<file path="src/rtl/controlador_pkg.sv">
// Shared definitions for the data-memory command controller.
// Macro COPIA_EN adds the copy states; without it, op 10 is rejected.
package controlador_pkg;

  localparam int LARGURA_END_PADRAO  = 4;
  localparam int LARGURA_DADO_PADRAO = 4;

  localparam logic [1:0] OP_LOAD  = 2'b00;
  localparam logic [1:0] OP_STORE = 2'b01;
  localparam logic [1:0] OP_COPIA = 2'b10;
  localparam logic [1:0] OP_FILL  = 2'b11;

  typedef enum logic [2:0] {
    OCIOSO   = 3'd0,
    LEITURA  = 3'd1,
    ESCRITA  = 3'd2,
`ifdef COPIA_EN
    COPIA_LE = 3'd3,
    COPIA_ES = 3'd4,
`endif
    FIM      = 3'd5
  } estado_t;

endpackage

</file>
<file path="src/rtl/controlador_dados.sv">
// Command controller driving a combinational-read data memory: load, store,
// fill and (with macro COPIA_EN) block copy. Without COPIA_EN op 10 ends in erro.
module controlador_dados
  import controlador_pkg::*;
#(
  parameter int LARGURA_END  = LARGURA_END_PADRAO,
  parameter int LARGURA_DADO = LARGURA_DADO_PADRAO
) (
  input  logic                    clock,
  input  logic                    reset_n,
  input  logic                    req,
  input  logic [1:0]              op,
  input  logic [LARGURA_END-1:0]  end_a,
  input  logic [LARGURA_END-1:0]  end_b,
  input  logic [LARGURA_END-1:0]  qtd,
  input  logic [LARGURA_DADO-1:0] dado_w,
  output logic [LARGURA_DADO-1:0] dado_r,
  output logic                    ocupado,
  output logic                    pronto,
  output logic                    erro,
  output logic [LARGURA_END-1:0]  mem_endereco,
  output logic                    mem_write,
  output logic                    mem_read,
  output logic [LARGURA_DADO-1:0] mem_dado_in,
  input  logic [LARGURA_DADO-1:0] mem_dado_out
);

  estado_t                 estado_q, estado_d;
  logic [1:0]              op_q, op_d;
  logic [LARGURA_END-1:0]  ptr_a_q, ptr_a_d;
  logic [LARGURA_END-1:0]  cnt_q, cnt_d;
  logic [LARGURA_DADO-1:0] dado_q, dado_d;
  logic [LARGURA_DADO-1:0] dado_r_q, dado_r_d;
`ifdef COPIA_EN
  logic [LARGURA_END-1:0]  ptr_b_q, ptr_b_d;
  logic [LARGURA_DADO-1:0] buf_q, buf_d;
`endif

  always_ff @(posedge clock or negedge reset_n) begin
    if (!reset_n) begin
      estado_q <= OCIOSO;
      op_q     <= '0;
      ptr_a_q  <= '0;
      cnt_q    <= '0;
      dado_q   <= '0;
      dado_r_q <= '0;
`ifdef COPIA_EN
      ptr_b_q  <= '0;
      buf_q    <= '0;
`endif
    end else begin
      estado_q <= estado_d;
      op_q     <= op_d;
      ptr_a_q  <= ptr_a_d;
      cnt_q    <= cnt_d;
      dado_q   <= dado_d;
      dado_r_q <= dado_r_d;
`ifdef COPIA_EN
      ptr_b_q  <= ptr_b_d;
      buf_q    <= buf_d;
`endif
    end
  end

  // cnt holds the words still to move after the current one; a store is a fill of one word
  always_comb begin
    estado_d = estado_q;
    op_d     = op_q;
    ptr_a_d  = ptr_a_q;
    cnt_d    = cnt_q;
    dado_d   = dado_q;
    dado_r_d = dado_r_q;
`ifdef COPIA_EN
    ptr_b_d  = ptr_b_q;
    buf_d    = buf_q;
`endif
    case (estado_q)
      OCIOSO: begin
        if (req) begin
          op_d    = op;
          ptr_a_d = end_a;
          cnt_d   = (op == OP_STORE) ? '0 : qtd;
          dado_d  = dado_w;
`ifdef COPIA_EN
          ptr_b_d = end_b;
`endif
          case (op)
            OP_LOAD:  estado_d = LEITURA;
            OP_STORE: estado_d = ESCRITA;
            OP_FILL:  estado_d = ESCRITA;
`ifdef COPIA_EN
            default:  estado_d = COPIA_LE;
`else
            default:  estado_d = FIM;
`endif
          endcase
        end
      end
      LEITURA: begin
        dado_r_d = mem_dado_out;
        estado_d = FIM;
      end
      ESCRITA: begin
        ptr_a_d = ptr_a_q + 1'b1;
        if (cnt_q == '0) begin
          estado_d = FIM;
        end else begin
          cnt_d = cnt_q - 1'b1;
        end
      end
`ifdef COPIA_EN
      COPIA_LE: begin
        buf_d    = mem_dado_out;
        estado_d = COPIA_ES;
      end
      COPIA_ES: begin
        ptr_a_d = ptr_a_q + 1'b1;
        ptr_b_d = ptr_b_q + 1'b1;
        if (cnt_q == '0) begin
          estado_d = FIM;
        end else begin
          cnt_d    = cnt_q - 1'b1;
          estado_d = COPIA_LE;
        end
      end
`endif
      FIM:     estado_d = OCIOSO;
      default: estado_d = OCIOSO;
    endcase
  end

  always_comb begin
    mem_read     = 1'b0;
    mem_write    = 1'b0;
    mem_endereco = '0;
    mem_dado_in  = '0;
    case (estado_q)
      LEITURA: begin
        mem_read     = 1'b1;
        mem_endereco = ptr_a_q;
      end
      ESCRITA: begin
        mem_write    = 1'b1;
        mem_endereco = ptr_a_q;
        mem_dado_in  = dado_q;
      end
`ifdef COPIA_EN
      COPIA_LE: begin
        mem_read     = 1'b1;
        mem_endereco = ptr_a_q;
      end
      COPIA_ES: begin
        mem_write    = 1'b1;
        mem_endereco = ptr_b_q;
        mem_dado_in  = buf_q;
      end
`endif
      default: ;
    endcase
  end

  assign ocupado = (estado_q != OCIOSO);
  assign pronto  = (estado_q == FIM);
  assign dado_r  = dado_r_q;

`ifdef COPIA_EN
  logic unused_op;
  assign unused_op = ^op_q;
  assign erro      = 1'b0;
`else
  logic unused_end_b;
  assign unused_end_b = ^end_b;
  assign erro         = pronto && (op_q == OP_COPIA);
`endif

endmodule
</file>
<file path="config.mk">
export PLATFORM = sky130hd
export DESIGN_NAME = controlador_dados
export DESIGN_NICKNAME = d
export VERILOG_FILES = /design/src/rtl/controlador_pkg.sv /design/src/rtl/controlador_dados.sv
export SDC_FILE = /design/constraint.sdc
export NUM_CORES = 1
export LEC_CHECK = 0
export BUFFER_PORTS_ARGS = -buffer_cell sky130_fd_sc_hd__buf_2
export CAP_MARGIN = 20
export CORE_MARGIN = 2
export CORE_UTILIZATION = 35
export DETAILED_ROUTE_END_ITERATION = 8
export GPL_TIMING_DRIVEN = 0
export SLEW_MARGIN = 20
export SYNTH_ARGS = -nofsm -noshare
export SYNTH_HDL_FRONTEND = slang
export SYNTH_SLANG_ARGS = --single-unit
export TNS_END_PERCENT = 20
</file>
<file path="constraint.sdc">
create_clock -name clock -period 1.76 [get_ports clock]
set_input_delay 0.176 -clock clock [delete_from_list [all_inputs] [get_ports clock]]
set_output_delay 0.176 -clock clock [all_outputs]
set_load 0.02 [all_outputs]
</file>
==> summary.md <==
| Metric | Value |
|---|---|
| DRC Markers | 0 |
| Switching Fraction | 43.0% |
| Largest stage delay, worst path | 0.42 ns |
| CTS tree | done |
| Final GP Congestion | 0.775 |
| Clk buf depth | 2 |
| Global-route wire length before repair | 4080 µm |
| Final Cycle Share | 98.4% |
| Cts bufs inserted | 3 |
| Maximum VDD drop | 875 µV |
| Crit Path Max Fanout | 7 |
| Critical Path Start Type | flop |
| Via count | 984 |
| Largest net degree at the start of global routing | 22 |
| CP endpoint kind | output pin |
| Synthesized instance count | 112 |
| Overflow after GRT | 0 |
| HP Class | in -> reg |
| Die area | 3660 µm² |
| Core area | 3050 µm² |
| FP Rows | 20 |
| Per-cell routed wire length | 12.2 µm |
| Slew headroom | 68.4% |
| Pint | 0.00158 W |
| Worst setup margin | 0.0277 ns |
| Pwr Total | 0.00277 W |
| 1st-iter DRT viols | 28 |
| Crit path buffers/inverters | 3 |
| Status | complete, no violations |
| Yosys warning total | 0 |
| Mapped Avg Cell Area | 9.96 µm² |
| Worst path most repeated cell | buf_6 |
| Yosys reg bits | 21 |
| Max Slew Vio Count | 0 |
| Initial antenna violation count | 0 |
| Commonest non-fill, non-tap cell in the layout | buf_2 |
| P_leak | 0.763 nW |
| Root buffer cell | clkbuf_4 |
| Initial Util | 36.6% |
| CP Cell Sequence | or3b_4 -> clkinv_4 -> buf_6 -> and2_4 -> buf_6 |
| Clk_skew | 0.00398 ns |
| Post-Place Setup Slack | 0.128 ns |
| Final Hold Fails | 0 |
| Drt pass-1 iters | 4 |
| Crit path max-delay family | simple AND/OR/NAND/NOR gates |
| Arr. time, crit path | 1.56 ns |
| Total wire length | 2520 µm |
| Post-DRT Antenna Nets | 0 |
| Depth of the CTS H-tree | 1 |
| Clock slew at reported path FFs | 0.12 ns |
| Finish-stage setup viols | 0 |
| Synthesis-to-layout area growth | 35.5% |
| Unique masters post-synth | 36 |
| Height of the chip | 60.5 µm |
| Share of layout cells above drive strength 1 | 45.7% |
| PD cells | 1830 nW/µm² |
| Syn nets | 139 |
| Min Tclk post-route | 1.73 ns |
| Final #Nets | 190 |
| Mapped Area | 1120 µm² |
| Post-DP HPWL | 1830 µm |
| ANT cells | 0 |
| R2R Setup Slk | 0.07 ns |
| Worst Path Required | 1.58 ns |
| Max Fclk | 0.577 GHz |
| Psw | 0.00119 W |
| Io pins | 42 |
| Vias per cell | 4.78 |
| Port Buffers | 37 |
| Vias in the first global route | 953 |
| Clock power share | 8.4% |
| Commonest non-fill, non-tap cells in the layout | buf_2 (31), nand2_1 (22), dfrtp_1 (19) |
| MaxCap Viol Count | 0 |
| Worst-Skew Late Latency | 0.30 ns |
| Flop pwr share | 32.2% |
| Die width | 60.5 µm |
| Type of the worst setup path | reg -> out |
| Combinational Power Share | 59.4% |
| Total clock sinks | 21 |
| GR Util All Layers | 14.9% |
| Least-Margin Pin Slew | 0.474 ns |
| Worst-path cell with the longest stage delay | dfrtp_2 |
| Register area share after synthesis | 47.1% |
| Unrepaired setup endpoints after global routing | yes |
## per-layer routing
layer | track usage (%) | part of all wire (%) | vias to the layer above
met5 | 0 | 0 | -
met4 | 2.80 | 0.59 | 0
met3 | 4.69 | 4.5 | 2
met2 | 26.7 | 51 | 24
met1 | 17.7 | 43 | 471
li1 | - | - | 487
## worst paths after layout
check / endpoint / cells after the start / start
min: dado_q[1] / 3 / dado_w[1]
max reg2reg: ptr_a_q[3] / 4 / estado_q[2]
max: mem_dado_in[3] / 5 / estado_q[2]
min in group asynchronous: cnt_q[0] / 2 / reset_n
min reg2reg: dado_q[3] / 2 / dado_q[3]
max in group asynchronous: estado_q[1] / 2 / reset_n
## cell type report
type	instances	area (µm²)
well taps	44	55.1
flip-flops and latches	21	528
multi-input cells	84	563
clock buffers	3	22.5
plain buffers	3	23.8
repair buffers	47	299
fillers	297	1540
inverters	3	16.3
clock inverters	1	5.00
## power groups by stage
| stage | combinational, W | sequential (W) | clock, W |
|---|---|---|---|
| after floorplan | 0.00100 | 0.000952 | 0 |
| after global placement | 0.00138 | 0.000922 | 0 |
| after global routing | 0.00181 | 0.000931 | 0.000266 |
| after CTS | 0.00159 | 0.000888 | 0.000247 |
| final | 0.00165 | 0.000892 | 0.000232 |
| after detailed placement | 0.00140 | 0.000935 | 0 |
## repair_timing
action / 4_1_cts / 5_1_grt
resized for setup: 12 / 11
gates cloned: 0 / 0
hold buffers: 1 / 0
buffers inserted: 7 / 2
endpoints found under the hold margin: 21 / 0
pin swaps: 3 / 4
endpoints found under the setup margin: 9 / 11
## sequential cells by signal, indices dropped and copies added, names as in the netlist
register  count
ptr_a_q       4
op_q          2
estado_q      3
cnt_q         4
dado_q        4
dado_r        4
## cell families after synthesis
group           count (synthesis)  share of synthesized area [%]
flops                          21                           47.1
xor+xnor                        3                           2.35
simple gates                   54                           25.3
compound gates                 20                           13.7
buf+inv                         7                           4.37
fa+ha+maj                       2                           2.24
mux                             5                           4.93
## cell usage after synthesis (all sizes together)
| master | number | area, µm² |
|---|---|---|
| o221a | 1 | 11.3 |
| a21o | 1 | 7.51 |
| mux2i | 1 | 10.0 |
| inv | 2 | 7.51 |
| nand2b | 2 | 12.5 |
| and3b | 2 | 17.5 |
| a22oi | 1 | 7.51 |
| dfrtp | 21 | 526 |
| nor4b | 1 | 8.76 |
| buf | 4 | 32.5 |
| o21bai | 1 | 11.3 |
| a221o | 1 | 10.0 |
| or3b | 1 | 8.76 |
| nor3b | 2 | 20.0 |
| nand4 | 2 | 12.5 |
| or3 | 1 | 6.26 |
| a21oi | 7 | 38.8 |
| nor2 | 10 | 40.0 |
| nand3 | 1 | 5.00 |
| xnor2 | 3 | 26.3 |
| or4b | 1 | 13.8 |
| and2 | 8 | 50.1 |
| ha | 2 | 25.0 |
| mux2 | 4 | 45.0 |
| o21ai | 3 | 26.3 |
| nor3 | 1 | 5.00 |
| nand2 | 22 | 82.6 |
| a211oi | 3 | 27.5 |
| clkinv | 1 | 8.76 |
| a31oi | 2 | 12.5 |
## per-stage QoR
step                      util, %  instances  hold slack, ns  TNS [ns]  area (µm²)
after global routing         49.5        206          0.0429    -0.263        1510
final                        49.5        206          0.0552         0        1510
after detailed placement     44.4        193           0.166         0        1360
after floorplan                 -        112          -0.120         0        1120
after global placement       44.4        193           0.169         0        1360
after CTS                    48.4        205          0.0458    -0.233        1480
## tightest hold or removal path, cell delays in order
cell and delay [ns]:
buf_2 0.08, nand2_1 0.04, nand2_1 0.04
Power figures use the tool's default switching activity.
